--- src/rtl/whack_judge_if.sv ---
// whack_judge_if
//   Bundles the signals exchanged between the Whac-A-Mole game logic and the
//   hit/miss judge. The clock and reset stay outside this bundle.
//
//   Signals:
//     en          round running; a rising edge starts a new round
//     btn         debounced buttons, 1 = pressed
//     mole        currently lit mole, one-hot or all-zero
//     hit_pulse   one-cycle pulse per hit
//     miss_pulse  one-cycle pulse per miss
//     mole_clear  one-cycle request to retire the hit mole
//     score_bcd   score, [7:4] tens, [3:0] units
//     miss_cnt    misses this round, binary
//     game_over   high while the round is over
//
//   Modports:
//     master  game side: drives en/btn/mole, observes the judge's results
//     slave   the judge itself
interface whack_judge_if #(
  parameter int NBTN = 8
);
  logic            en;
  logic [NBTN-1:0] btn;
  logic [NBTN-1:0] mole;
  logic            hit_pulse;
  logic            miss_pulse;
  logic            mole_clear;
  logic [7:0]      score_bcd;
  logic [3:0]      miss_cnt;
  logic            game_over;

  modport master (
    output en, btn, mole,
    input  hit_pulse, miss_pulse, mole_clear, score_bcd, miss_cnt, game_over
  );

  modport slave (
    input  en, btn, mole,
    output hit_pulse, miss_pulse, mole_clear, score_bcd, miss_cnt, game_over
  );
endinterface

--- src/rtl/whack_judge.sv ---
// whack_judge
//   Hit/miss judge for the Whac-A-Mole game. Detects new button presses,
//   classifies each press cycle as a hit or a miss against the lit mole,
//   keeps a saturating two-digit BCD score and a miss counter, and flags
//   game over once the miss limit is reached. All outputs are registered.
//
//   Ports:
//     clk  system clock, everything changes on the rising edge
//     rst  synchronous, active-low reset
//     bus  whack_judge_if slave modport (en/btn/mole in, results out)
module whack_judge #(
  parameter int NBTN       = 8,
  parameter int MISS_LIMIT = 9
) (
  input  logic         clk,
  input  logic         rst,
  whack_judge_if.slave bus
);

  typedef enum logic [1:0] {
    IDLE  = 2'd0,
    ARMED = 2'd1,
    LOCK  = 2'd2,
    OVER  = 2'd3
  } state_t;

  localparam logic [3:0] MISS_LIMIT_C = 4'(MISS_LIMIT);

  state_t          state_q, state_d;
  logic [NBTN-1:0] btn_prev_q;
  logic [NBTN-1:0] locked_mole_q, locked_mole_d;
  logic [7:0]      score_q, score_d;
  logic [3:0]      miss_cnt_q, miss_cnt_d;
  logic            hit_q, hit_d;
  logic            miss_q, miss_d;
  logic            clear_q, clear_d;
  logic            over_q, over_d;

  logic [NBTN-1:0] press;
  logic [3:0]      miss_inc;

  assign press    = bus.btn & ~btn_prev_q;
  assign miss_inc = miss_cnt_q + 4'd1;

  // BCD increment that sticks at 99 so the score never wraps.
  function automatic logic [7:0] bcd_inc(input logic [7:0] s);
    logic [7:0] r;
    if (s == 8'h99)
      r = s;
    else if (s[3:0] == 4'd9)
      r = {s[7:4] + 4'd1, 4'd0};
    else
      r = {s[7:4], s[3:0] + 4'd1};
    return r;
  endfunction

  // Next-state and registered-output logic. Dropping en wins over
  // everything, so a press in the same cycle is discarded.
  always_comb begin
    state_d       = state_q;
    locked_mole_d = locked_mole_q;
    score_d       = score_q;
    miss_cnt_d    = miss_cnt_q;
    hit_d         = 1'b0;
    miss_d        = 1'b0;
    clear_d       = 1'b0;

    if (!bus.en) begin
      state_d = IDLE;
    end else begin
      unique case (state_q)
        IDLE: begin
          // A press coinciding with the round start is deliberately not judged.
          state_d    = ARMED;
          score_d    = 8'h00;
          miss_cnt_d = 4'd0;
        end
        ARMED: begin
          if (press != '0) begin
            // Simultaneous presses form one event; any match makes it a hit.
            if ((press & bus.mole) != '0) begin
              hit_d         = 1'b1;
              clear_d       = 1'b1;
              score_d       = bcd_inc(score_q);
              locked_mole_d = bus.mole;
              state_d       = LOCK;
            end else begin
              miss_d     = 1'b1;
              miss_cnt_d = miss_inc;
              if (miss_inc == MISS_LIMIT_C)
                state_d = OVER;
            end
          end
        end
        LOCK: begin
          // Wait for the generator to retire the mole (or blank it) before
          // judging again, so one mole can only be scored once.
          if (bus.mole != locked_mole_q)
            state_d = ARMED;
        end
        OVER: begin
          state_d = OVER;
        end
        default: begin
          state_d = IDLE;
        end
      endcase
    end

    over_d = (state_d == OVER);
  end

  // State and output registers. btn_prev resets to all-ones so a button held
  // through reset does not look like a fresh press.
  always_ff @(posedge clk) begin
    if (!rst) begin
      state_q       <= IDLE;
      btn_prev_q    <= '1;
      locked_mole_q <= '0;
      score_q       <= 8'h00;
      miss_cnt_q    <= 4'd0;
      hit_q         <= 1'b0;
      miss_q        <= 1'b0;
      clear_q       <= 1'b0;
      over_q        <= 1'b0;
    end else begin
      state_q       <= state_d;
      btn_prev_q    <= bus.btn;
      locked_mole_q <= locked_mole_d;
      score_q       <= score_d;
      miss_cnt_q    <= miss_cnt_d;
      hit_q         <= hit_d;
      miss_q        <= miss_d;
      clear_q       <= clear_d;
      over_q        <= over_d;
    end
  end

  assign bus.hit_pulse  = hit_q;
  assign bus.miss_pulse = miss_q;
  assign bus.mole_clear = clear_q;
  assign bus.score_bcd  = score_q;
  assign bus.miss_cnt   = miss_cnt_q;
  assign bus.game_over  = over_q;

endmodule

--- src/flat_wrapper.sv ---
// flat-port wrapper written by rule: the top's interface ports become plain ports
module whack_judge_flat 
#(
  parameter int NBTN       = 8,
  parameter int MISS_LIMIT = 9
)
  (clk, rst, bus_en, bus_btn, bus_mole, bus_hit_pulse, bus_miss_pulse, bus_mole_clear, bus_score_bcd, bus_miss_cnt, bus_game_over);
  whack_judge_if #(.NBTN(NBTN)) bus_i ();
  input  logic clk;
  input  logic rst;
  input wire logic [$bits(bus_i.en)-1:0] bus_en;
  input wire logic [$bits(bus_i.btn)-1:0] bus_btn;
  input wire logic [$bits(bus_i.mole)-1:0] bus_mole;
  output wire logic [$bits(bus_i.hit_pulse)-1:0] bus_hit_pulse;
  output wire logic [$bits(bus_i.miss_pulse)-1:0] bus_miss_pulse;
  output wire logic [$bits(bus_i.mole_clear)-1:0] bus_mole_clear;
  output wire logic [$bits(bus_i.score_bcd)-1:0] bus_score_bcd;
  output wire logic [$bits(bus_i.miss_cnt)-1:0] bus_miss_cnt;
  output wire logic [$bits(bus_i.game_over)-1:0] bus_game_over;
  assign bus_i.en = bus_en;
  assign bus_i.btn = bus_btn;
  assign bus_i.mole = bus_mole;
  assign bus_hit_pulse = bus_i.hit_pulse;
  assign bus_miss_pulse = bus_i.miss_pulse;
  assign bus_mole_clear = bus_i.mole_clear;
  assign bus_score_bcd = bus_i.score_bcd;
  assign bus_miss_cnt = bus_i.miss_cnt;
  assign bus_game_over = bus_i.game_over;
  whack_judge #(.NBTN(NBTN), .MISS_LIMIT(MISS_LIMIT)) u_core (.clk(clk), .rst(rst), .bus(bus_i));
endmodule
--- config.mk ---
export PLATFORM = sky130hd
export DESIGN_NAME = whack_judge_flat
export DESIGN_NICKNAME = d
export VERILOG_FILES = /design/src/rtl/whack_judge_if.sv /design/src/rtl/whack_judge.sv /design/src/flat_wrapper.sv
export SDC_FILE = /design/constraint.sdc
export NUM_CORES = 1
export LEC_CHECK = 0
export CELL_PAD_IN_SITES_DETAIL_PLACEMENT = 0
export CELL_PAD_IN_SITES_GLOBAL_PLACEMENT = 1
export CORE_ASPECT_RATIO = 1.1
export CORE_MARGIN = 3
export CORE_UTILIZATION = 34
export DETAILED_ROUTE_END_ITERATION = 8
export PLACE_DENSITY = 0.86
export SLEW_MARGIN = 20
export SYNTH_ARGS = -nofsm -noshare
export SYNTH_HDL_FRONTEND = slang
export SYNTH_SLANG_ARGS = --single-unit
--- constraint.sdc ---
create_clock -name clk -period 1.6 [get_ports clk]
set_clock_uncertainty 0.15 [all_clocks]
set_input_delay 0.32 -clock clk [delete_from_list [all_inputs] [get_ports clk]]
set_output_delay 0.32 -clock clk [all_outputs]
set_load 0.02 [all_outputs]
* Word-level counts from Yosys, hierarchy flattened *
Cells that the tools add are included.

storage, ports and cells
  output and inout bits = 16
  bits in read-only memories = 0
  register bits = 33
  memories = 0
  bits in writable memories = 0
  logic and storage cells = 53
  latch bits = 0
  input bits = 19

cells by class
  equal/unequal tests = 13
  div/mod/pow operators = 0
  muxes and demuxes = 16
  multipliers = 0
  reduce and logical (&&, ||, !) cells = 9
  bitwise logic cells = 3
  add/subtract/negate cells = 3
  shift operators = 0
  $lt $le $gt $ge = 0

operators by type and width
  kind                   number
  $mux W8                4
  $and A8 B8 Y8          2
  $pmux W8 S2            1
  $reduce_bool A8 Y1     2
  $add A4 B1 Y4 const B  3
  $reduce_and A4 Y1      3
  $mux W2                5
  $eq A4 B4 Y1 const B   2
  $eq A8 B8 Y1 const B   1
  $mux W4                2
  $ne A8 B8 Y1           1
  $not A8 Y8             1
  $pmux W2 S4            1
  $pmux W4 S2            1
  $eq A2 B2 Y1 const B   3
  $ne A2 B1 Y1 const B   3
  $reduce_and A6 Y1      1
  $reduce_and A5 Y1      1
  $ne A2 B2 Y1 const B   2
  $eq A2 B1 Y1 const B   1
  $logic_not A2 Y1       1
  $mux W1                2
  $reduce_bool A2 Y1     1

* Depth between registers and ports, before layout *
Gate-level depths: netlist (run 1).

  depth after elaboration = 9
  mapped depth = 7
  mapped depth without buffers = 7

* Worst setup path after synthesis (run 1) *
Ideal clock, no wire load.

  path kind = register -> register
  from = register u_core.score_q[5] (netlist: u_core.bus.score_bcd[5])
  to = register u_core.score_q[5] (netlist: u_core.bus.score_bcd[5])
  path buffers = 0
  setup slack = -0.207 ns
  arrival = 1.522 ns
  required time = 1.314 ns
  clock period less this slack = 1.807 ns
  library setup time = 0.136 ns
  stages on the path, launching flop included = 8
  cells stage by stage = dfxtp_1 > inv_1 > ha_1 > and3b_1 > a21oi_1 > o21ai_0 > nand3_1 > o221ai_1

on the way
  longest elaborated chain between the ends = 6
  elaborated cells between the ends (all ways) = 9
  those cells by class = 1 x add/sub; 2 x eq/ne; 5 x mux; 1 x reduce/logical

ends and longest elaborated chain
  what                    RTL line            text
  start, declared         whack_judge.sv:32   logic [7:0] score_q, score_d;
  start signal, assigned  whack_judge.sv:130  score_q <= score_d;
  $add A4 B1 Y4           whack_judge.sv:51   r = {s[7:4] + 4'd1, 4'd0};
  $mux W8                 whack_judge.sv:50   else if (s[3:0] == 4'd9)
  $mux W8                 whack_judge.sv:48   if (s == 8'h99)
  $mux W8                 whack_judge.sv:81   if ((press & bus.mole) != '0) begin
  $mux W8                 whack_judge.sv:79   if (press != '0) begin
  $pmux W8 S2             whack_judge.sv:71   unique case (state_q)

Parallel ways exist; a longest one is shown, timed or not. The select of a mux whose other input is x is not followed.
A chain may end at the register's enable or synchronous reset.

* Worst setup path in the final report (run 1) *
  from = register u_core.score_q[1] (netlist: u_core.bus.score_bcd[1])
  to = register u_core.score_q[7] (netlist: u_core.bus.score_bcd[7])

on the way
  longest elaborated chain between the ends = 3
  elaborated cells between the ends (all ways) = 5
  those cells by class = 4 x eq/ne; 1 x reduce/logical

ends and longest elaborated chain
  what                                                    RTL line
  $eq A8 B8 Y1 or $eq A4 B4 Y1 (tied branches)            whack_judge.sv:48, whack_judge.sv:50
  $ne A2 B2 Y1 (no line) or $ne A2 B1 Y1 (tied branches)  -
  $reduce_and A6 Y1 (no line) *                           -

Mark *: on every way between the ends. The rest lies on a longest branch, timed or not.

==> impl_results.md, run 1 <==
* Vias at around 1700
* Worst-Skew Late Latency at 0.30 ns
* Arr. time, crit path at roughly 1.7 ns
* Total congestion overflow at 0
* Worst setup slack after layout at -0.0592 ns
* GPL Wtd Cong at 0.845
* Slew Viols, Final at 0
* Sequential-to-total area share from yosys stat at 0.382
* Crit. End Element: register
* Global-route wire length before repair at 7310 microns
* Die X at 74.0 microns
* H-tree Lvls at 2
* Worst slew margin at 0.721
* IO Count at 35
* CP endpoint: u_core.bus.score_bcd[7]$_SDFFE_PN0P_
* Starting Density at 0.362
* Total negative slack at -0.110 ns
* Netlist Area Pre-Place at roughly 0.0017 sq mm
* Final Hold Viols at 0
* Flop pwr share at 0.442
* Buffers & Inverters on Critical Path at 1
* CTS tree: done
* Die height at between 80 and 90 microns
* Number of max-cap violations at 0
* Crit path depth at 6
* HPWL Detailed at about 3300 microns
* Final setup fails at 4
* Area delta synth->final at 59.5%
* Clk root buf: clkbuf_8
* Top cells by count, synth: dfxtp_1, nand2_1, nand3_1, nand2b_1, inv_1
* R2R Setup Slk at -0.06 ns
* Comb power frac at 0.193
* Net switching power at 0.000510 W
* Detailed Route WL at about 4600 microns
* Final Core Density at 0.577
* Number of global-route vias before repair at 1588
* Share of layout cells above drive strength 1 at 0.381
* Leak at 1.16 nW
* Largest net degree at the start of global routing at 25
* PnR Total Power at roughly 0.0019 W
* Cell with the most instances after synthesis: dfxtp_1
* Switching part of the total at 0.265
* # DRC at 0
* Cell row count at 26
* Reg2reg end: u_core.bus.score_bcd[7]$_SDFFE_PN0P_
* CTS sink cnt at 33
* Worst min-delay path class: in -> reg
* CTS Buf Count at 5
* Worst reg2reg startpoint: u_core.bus.score_bcd[1]$_SDFFE_PN0P_
* Delay-heaviest family, CP: simple AND/OR/NAND/NOR gates
* Met1 usage at 0.199
* Final Critical Period at ~1.7 ns
* RSZ-0062 raised after global routing: true
* Hold Buf Count CTS at 0
* WHS at roughly 0.23 ns
* Fin nets at about 300
* Drt pass-1 iters at 4
* Antenna violations before repair at 0
* Max VDD drop at 0.000607 V
* Status: complete, but fails checks
* Gr usage total at 0.161
* Cell variety after synth at 45
* CP cell instances: inv_2, ha_4, and3b_2, nand4_1, or4_1, o21ai_1
* Launch point of the worst path: u_core.bus.score_bcd[1]$_SDFFE_PN0P_
* Met2 Usage GRT at 0.250
* Mapped Cells at a little under 200
* Syn Nets at between 200 and 250
* CP Launch Type: register
* Ys async rst share at 0
* Final Cycle Share at 1.04
* CP required at 1.68 ns
* Grt peak-use layer: met2
* Clock network power share at 0.365
* Iteration-0 DRC Markers at 75
* Synth top area cells: dfxtp_1, nand3_1, nand2b_1
* Setup CP Type: reg -> reg
* EDFF count, synth at 0
* Pwr/cell area at ~700 mW/mm^2
* Ys Warns at 0
* Largest fanout on the critical path at 4
* R2R depth at 6
* Max Clock Freq at 603 MHz
* P_int at between 0.001 and 0.0015 W
* Top FF cell, synth: dfxtp_1
* Antenna-violating nets left at 0
* CP max-delay cell: or4_1
* Top cell type's share of synthesized area at 0.382
* Avg WL per Cell at 14.0 microns
* N_diodes at 0
* Dpl ws at -0.552 ns
* Port bufs at 34
* Count of state elements after synthesis at 33
* Core area at between 0.004 and 0.005 sq mm
* Full die area at around 0.006 sq mm
* CTS max path bufs at 2
* Average cell area after synthesis at 8.83 sq um
* Via density at 5.09
* Worst slew pin tran at 0.416 ns
* Leading area contributor after synthesis: dfxtp_1
* Failing checks: negative setup slack
* CP max stage delay at approximately 0.43 ns
* Clock slew at reported path FFs at around 0.07 ns
* Global-route met3 utilization at 0.0458
==> worst min-delay path by stage <==
stage	start	cells after the start	slack, ns	to
floorplan	bus_btn[0]	1	0.27	u_core.btn_prev_q[0]$_SDFF_PN1_
global placement	u_core.locked_mole_q[6]$_SDFFE_PN0P_	2	0.31	u_core.locked_mole_q[6]$_SDFFE_PN0P_
detailed placement	u_core.locked_mole_q[6]$_SDFFE_PN0P_	2	0.31	u_core.locked_mole_q[6]$_SDFFE_PN0P_
CTS	bus_btn[5]	2	0.24	u_core.btn_prev_q[5]$_SDFF_PN1_
global route	bus_btn[5]	2	0.24	u_core.btn_prev_q[5]$_SDFF_PN1_
finish	bus_btn[5]	2	0.23	u_core.btn_prev_q[5]$_SDFF_PN1_
==> worst register-to-register path: stages, from the launching register on <==
cell	delay, ns
dfxtp_4	0.34
inv_2	0.06
ha_4	0.12
and3b_2	0.25
nand4_1	0.16
or4_1	0.43
o21ai_1	0.09
==> flip-flops by register name, summed over array words and instances, names as in the netlist <==
register,cells
u_core.bus.hit_pulse,1
u_core.btn_prev_q,8
u_core.bus.score_bcd,8
u_core.bus.miss_cnt,4
u_core.locked_mole_q,8
u_core.bus.game_over,1
u_core.state_q,2
u_core.bus.miss_pulse,1
==> layout make-up <==
class | instances | area [sq um]
Multi-Input combinational cell | 144 | 1200
Clock inverter | 1 | 5.00
Tap cell | 56 | 70.1
Timing Repair Buffer | 78 | 678
Fill cell | 442 | 2020
Sequential cell | 33 | 677
Clock buffer | 7 | 96.3
Inverter | 10 | 37.5
==> layer usage <==
metal | up-vias | wire length, microns
met4 | 0 | 155
met3 | 13 | 255
met2 | 55 | 2230
li1 | 853 | -
met5 | - | 0
met1 | 753 | 1950
==> logic make-up after synthesis <==
family / Yosys count / share of synthesized area
and+or+nand+nor: 83 / 0.276
AOI/OAI and AO/OA: 43 / 0.187
DFF: 33 / 0.382
buffers and inverters: 20 / 0.0535
xor gates and xnor gates: 8 / 0.0405
adders and majority gates: 6 / 0.0434
muxes: 3 / 0.0174
==> cell usage in the layout, fill, tap and decap left out, types with 2 or more instances in the layout <==
cell,n
a211oi_2,2
a21oi_1,2
a21oi_2,2
a31oi_2,4
a31oi_4,2
a41oi_2,4
and3b_2,2
buf_4,36
buf_6,7
clkbuf_8,7
clkdlybuf4s15_1,5
dfxtp_1,24
dfxtp_2,7
dfxtp_4,2
dlygate4sd2_1,27
ha_1,3
ha_2,2
inv_1,8
inv_2,2
mux2i_1,2
nand2_1,17
nand2b_1,13
nand2b_4,2
nand3_1,15
nand3b_1,7
nand4_1,5
nor2_1,6
nor2b_1,2
o2111ai_4,2
o21a_1,2
o21ai_0,7
o21ai_1,3
o22ai_1,2
or2_4,2
xnor2_1,7
==> power by group through the flow <==
stage          logic, W  clock network [W]  registers [W]
5_1_grt        0.000405           0.000752       0.000851
4_1_cts        0.000310           0.000713       0.000849
3_3_place_gp   0.000295                  0       0.000867
6_report       0.000372           0.000702       0.000850
3_5_place_dp   0.000297                  0       0.000867
2_1_floorplan  0.000156                  0       0.000870
==> per-stage QoR <==
stage                     area (sq um)  cells
after floorplan                   1750    196
after global placement            2390    313
after detailed placement          2390    313
after CTS                         2520    323
after global routing              2760    329
final                             2760    329
==> timing repair <==
item                                    in CTS  in global routing
setup buffers                                2                  5
endpoints found under the setup margin      40                 25
resized for setup                           46                 44
gates cloned                                 0                  1
pin swaps                                   16                 14
No activity file was read; power rests on OpenSTA's default activity.
==> inputs of run 2 (changes only) <==
- PLACE_DENSITY: 0.86 -> 0.83
==> impl_results.md, run 2 (synthesis results as in run 1) <==
* Metal2 WL at 2080 microns (-6.6%)
* Detailed Route WL at 4280 microns (-6.9%)
* Pwr/cell area at 679 mW/mm^2 (-2.6%)
* Antenna violations before repair at 0 (unchanged)
* Final Cycle Share at 1.02 (-0.0123)
* Arr. time, crit path at 1.66 ns (-0.08 ns)
* CTS sink cnt at 33 (unchanged)
* WHS at 0.234 ns (+0.00159 ns)
* Vias at 1706 (+1.9%)
* Worst slew margin at 0.772 (+0.0509)
* GPL Wtd Cong at 0.806 (-4.6%)
* Final setup fails at 2 (-2)
* Failing checks: negative setup slack
* Die height at 80.8 microns (unchanged)
* H-tree Lvls at 2 (unchanged)
* Worst min-delay path class: in -> reg
* Largest net degree at the start of global routing at 16 (-36%)
* Via density at 5.19 (+1.9%)
* Final Hold Viols at 0 (unchanged)
* Gr usage total at 0.150 (-0.0108)
* Slew Viols, Final at 0 (unchanged)
* Largest fanout on the critical path at 5 (+1)
* Wire length on met3 at 257 microns (+0.78%)
* Leak at 1.12 nW (-2.9%)
* CTS tree: done
* Max VDD drop at 0.000404 V (-33%)
* Dpl cells at 314 (+0.32%)
* Share of layout cells above drive strength 1 at 0.341 (-0.0403)
* HPWL Detailed at 3070 microns (-6.9%)
* Worst setup slack after layout at -0.0395 ns (+0.0197 ns)
* N_diodes at 0 (unchanged)
* Clock slew at reported path FFs at 0.07 ns (about the same)
* Worst slew pin tran at 0.338 ns (-0.0779 ns)
* Status: complete, but fails checks
* R2R depth at 5 (-1)
* Antenna-violating nets left at 0 (unchanged)
* Worst-Skew Late Latency at 0.28 ns (-0.02 ns)
* Cell row count at 26 (unchanged)
* Hold Buf Count CTS at 0 (unchanged)
* Full die area at 0.00598 sq mm (unchanged)
* CTS Buf Count at 5 (unchanged)
* CTS max path bufs at 2 (unchanged)
* Fin cells at 329 (unchanged)
* RSZ-0062 raised after global routing: true
* Drt pass-1 iters at 4 (unchanged)
* Post-Route M1 WL at 1900 microns (-2.7%)
* Starting Density at 0.362 (unchanged)
* Core area at 0.00478 sq mm (unchanged)
* Avg WL per Cell at 13.0 microns (-6.9%)
* # DRC at 0 (unchanged)
* DR top layer: met4
* CP required at 1.62 ns (-0.06 ns)
* Iteration-0 DRC Markers at 105 (+40%)
* Port bufs at 34 (unchanged)
* Die X at 74.0 microns (unchanged)
* IO Count at 35 (unchanged)
* Final Core Density at 0.549 (-0.0277)
* Total congestion overflow at 0 (unchanged)
* Most frequent cells in the layout: buf_4, dlygate4sd2_1, dfxtp_1
* Setup CP Type: reg -> reg
* Number of max-cap violations at 0 (unchanged)
* Global-route wire length before repair at 6910 microns (-5.5%)
* Total negative slack at -0.0512 ns (+0.0584 ns)
* Max Clock Freq at 610 MHz (+1.2%)
* Clk root buf: clkbuf_8
* Crit. End Element: register
* Area delta synth->final at 51.8%
* Number of global-route vias before repair at 1551 (-2.3%)
* Fin nets at 297 (unchanged)
* Commonest non-fill, non-tap cell in the layout: buf_4
* Hold depth at 2 (unchanged)
* CP Launch Type: register
* Final Critical Period at 1.64 ns (-0.0197 ns)
-- run 2: cell count changes in the layout (fill, tap and decap cells not counted), sizes merged --
cell and change:
clkdlybuf4s15 -3, dlygate4sd2 +2, clkdlybuf4s50 +1, clkinv +1, dlymetal6s2s -1
-- run 2: cell type report --
class	count	area [sq um]
inverters	10	37.5
flip-flops and latches	33	676
clock inverters	2	10.0
clock buffers	6	72.6
repair buffers	78	641
well taps	56	70.1
multi-input cells	144	1120
fillers	457	2150
-- run 2: worst max-delay path, cell delays in order, from the launching register on --
cell and delay [ns]:
dfxtp_1 0.32, nand3b_1 0.15, o2111ai_4 0.20, or2_4 0.35, a311oi_2 0.28, nor3_1 0.09
-- run 2: where the power goes --
part / internal (W) / switching, W / total (W)
Sequential: 0.000839 / 0.00000945 / 0.000849
Clock: 0.000301 / 0.000294 / 0.000594
Combinational: 0.000168 / 0.000173 / 0.000341
Total: 0.00131 / 0.000476 / 0.00178
-- run 2: path summary, 6_finish.rpt --
| check | slack, ns | endpoint | startpoint |
|---|---|---|---|
| max | -0.04 | u_core.state_q[1]$_SDFF_PN0_ | u_core.btn_prev_q[6]$_SDFF_PN1_ |
| min | 0.23 | u_core.btn_prev_q[3]$_SDFF_PN1_ | bus_btn[3] |
| max reg2reg | -0.04 | u_core.state_q[1]$_SDFF_PN0_ | u_core.btn_prev_q[6]$_SDFF_PN1_ |
| min reg2reg | 0.33 | u_core.locked_mole_q[1]$_SDFFE_PN0P_ | u_core.locked_mole_q[1]$_SDFFE_PN0P_ |
-- run 2: repair_timing --
action / 4_1_cts / 5_1_grt
pin swaps: 18 / 14
setup endpoints to repair: 40 / 23
gates resized for setup: 47 / 24
buffers inserted: 2 / 4
gates cloned: 1 / 0
endpoints found under the hold margin: 0 / 0
-- run 2: layer usage --
metal	GRT usage	vias up
met4	0.0489	0
li1	-	862
met5	0	-
met3	0.0408	6
met1	0.180	783
met2	0.256	55
-- run 2: metrics by stage --
stage	cell area [sq um]	setup WS, ns	power (W)
2_1_floorplan	1750	0.00938	0.00103
3_3_place_gp	2390	-0.527	0.00116
3_5_place_dp	2390	-0.565	0.00117
4_1_cts	2510	-0.0333	0.00180
5_1_grt	2630	-0.104	0.00188
6_report	2630	-0.0395	0.00178
==> inputs of run 3 (changes only) <==
- CORE_UTILIZATION: 34 -> 38
- PLACE_DENSITY: 0.83 -> 0.87
- clock period: 1.6 -> 1.8 ns (I/O delays scaled with it)
==> impl_results.md, run 3 (synthesis results as in run 1) <==
* Worst-Skew Late Latency at 0.29 ns (about the same)
* Avg WL per Cell at 13.2 microns (+1.7%)
* Full die area at 0.00540 sq mm (-9.7%)
* CP required at 1.83 ns (+0.21 ns)
* Starting Density at 0.398 (+0.0361)
* HPWL Detailed at 3220 microns (+4.9%)
* Worst min-delay path class: in -> reg
* Antenna violations before repair at 0 (unchanged)
* Iteration-0 DRC Markers at 95 (-9.5%)
* Vias at 1648 (-3.4%)
* CTS sink cnt at 33 (unchanged)
* Net switching power at 0.000410 W (-14%)
* # DRC at 0 (unchanged)
* Largest fanout on the critical path at 8 (+3)
* P_int at 0.00120 W (-7.9%)
* Hold Buf Count CTS at 0 (unchanged)
* Die height at 76.8 microns (-5.0%)
* Total negative slack at 0 ns (+0.0512 ns)
* Drt pass-1 iters at 4 (unchanged)
* Final Core Density at 0.585 (+0.0353)
* Final Cycle Share at 0.978
* IO Count at 35 (unchanged)
* Global-route wire length before repair at 6840 microns (-1.0%)
* Final setup fails at 0 (-2)
* Number of max-cap violations at 0 (unchanged)
* Total congestion overflow at 0 (unchanged)
* H-tree Lvls at 2 (unchanged)
* Setup CP Type: in -> reg
* Largest net degree at the start of global routing at 24 (+8)
* CTS Buf Count at 5 (unchanged)
* CP max stage delay at 0.45 ns (+0.10 ns)
* Port bufs at 34 (unchanged)
* CTS max path bufs at 2 (unchanged)
* PnR Total Power at 0.00161 W (-9.5%)
* Most frequent cells in the layout: buf_4, dfxtp_1, nand2_1
* Die X at 70.3 microns (-5.0%)
* Clock slew at reported path FFs at 0.06 ns (about the same)
* Detailed Route WL at 4210 microns (-1.7%)
* N_diodes at 0 (unchanged)
* Slew Viols, Final at 0 (unchanged)
* CTS tree: done
* WHS at 0.194 ns (-0.0398 ns)
* Via density at 5.18 (about the same)
* Register area at 662 sq um (-2.0%)
* Arr. time, crit path at 1.79 ns (+0.13 ns)
* Cell row count at 25 (-3.8%)
* Buffers & Inverters on Critical Path at 2 (+2)
* GPL Wtd Cong at 0.814 (+0.98%)
* Worst slew margin at 0.806 (+0.0334)
* Clock network power share at 0.346 (+0.013)
* Core area at 0.00435 sq mm (-9.1%)
* Max Clock Freq at 568 MHz
* Fin nets at 289 (-2.7%)
* Leak at 1.15 nW (+2.1%)
* Flop pwr share at 0.470 (-0.006)
* Number of global-route vias before repair at 1523 (-1.8%)
* Final Critical Period at 1.76 ns
* RSZ-0062 raised after global routing: true
* CP cell instances: clkdlybuf4s50_1, inv_1, o22ai_1, or3_4, and3_4, a22o_1
* CP Launch Type: input port
* Delay-heaviest family, CP: simple AND/OR/NAND/NOR gates
* Multi-input gate area at 0.00105 sq mm (-6.5%)
* Switching part of the total at 0.254 (-0.0129)
* Gr usage total at 0.159 (+0.00911)
* Final Hold Viols at 0 (unchanged)
* Status: completed
* Clk root buf: clkbuf_8
* Pwr/cell area at 635 mW/mm^2 (-6.5%)
* Antenna-violating nets left at 0 (unchanged)
* Comb power frac at 0.184 (-0.007)
* Design area at 0.00254 sq mm (-3.2%)
* Worst slew pin tran at 0.291 ns (-0.0470 ns)
* # fillers at 409 (-11%)
* Crit. End Element: register
* CP max-delay cell: or3_4
* Area after DPL at 0.00235 sq mm (-1.4%)
* Area delta synth->final at 46.9%
* Share of layout cells above drive strength 1 at 0.231 (-0.110)
* Max VDD drop at 0.000506 V (+25%)
==> run 3: layout make-up <==
cell class | instances | share of cell area
multi-input cells | 143 | 0.412
flip-flops and latches | 33 | 0.260
repair buffers | 71 | 0.252
clock buffers | 7 | 0.0340
well taps | 54 | 0.0266
inverters | 10 | 0.0148
==> run 3: power by group through the flow <==
stage | clock [W] | combinational [W] | sequential, W
6_report | 0.000559 | 0.000296 | 0.000759
5_1_grt | 0.000606 | 0.000321 | 0.000760
4_1_cts | 0.000584 | 0.000277 | 0.000758
3_5_place_dp | 0 | 0.000268 | 0.000775
3_3_place_gp | 0 | 0.000265 | 0.000774
2_1_floorplan | 0 | 0.000137 | 0.000776
==> run 3: timing repair <==
item / 4_1_cts / 5_1_grt
resized for setup: 21 / 23
pin swaps: 3 / 7
buffers inserted: 0 / 1
endpoints found under the setup margin: 23 / 16
==> run 3: path summary, 6_finish.rpt <==
check	startpoint	to	slack (ns)	cells past startpoint
setup / recovery	bus_btn[0]	u_core.bus.miss_cnt[3]$_SDFFE_PN0P_	0.04	6
hold / removal	bus_btn[7]	u_core.btn_prev_q[7]$_SDFF_PN1_	0.19	2
setup reg to reg	u_core.bus.score_bcd[5]$_SDFFE_PN0P_	u_core.bus.score_bcd[7]$_SDFFE_PN0P_	0.08	8
hold reg to reg	u_core.locked_mole_q[4]$_SDFFE_PN0P_	u_core.locked_mole_q[4]$_SDFFE_PN0P_	0.32	2
==> run 3: layer usage <==
| layer | share of wire | global-route usage |
|---|---|---|
| met1 | 0.45 | 0.188 |
| met2 | 0.48 | 0.264 |
| met3 | 0.048 | 0.0406 |
| met4 | 0.023 | 0.0785 |
| met5 | 0 | 0 |
==> run 3: per-stage QoR <==
stage | worst slack (ns) | cells
floorplan | 0.00338 | 196
global placement | -0.402 | 310
detailed placement | -0.431 | 310
CTS | 0.000437 | 317
global route | -0.0163 | 318
finish | 0.0404 | 318
==> run 3: worst register-to-register path, stage by stage, from the launching register on <==
cell	delay, ns
dfxtp_2	0.32
inv_1	0.05
ha_1	0.19
and3b_1	0.19
a21oi_2	0.16
o21ai_1	0.11
buf_4	0.15
a22oi_1	0.18
o21ai_1	0.10
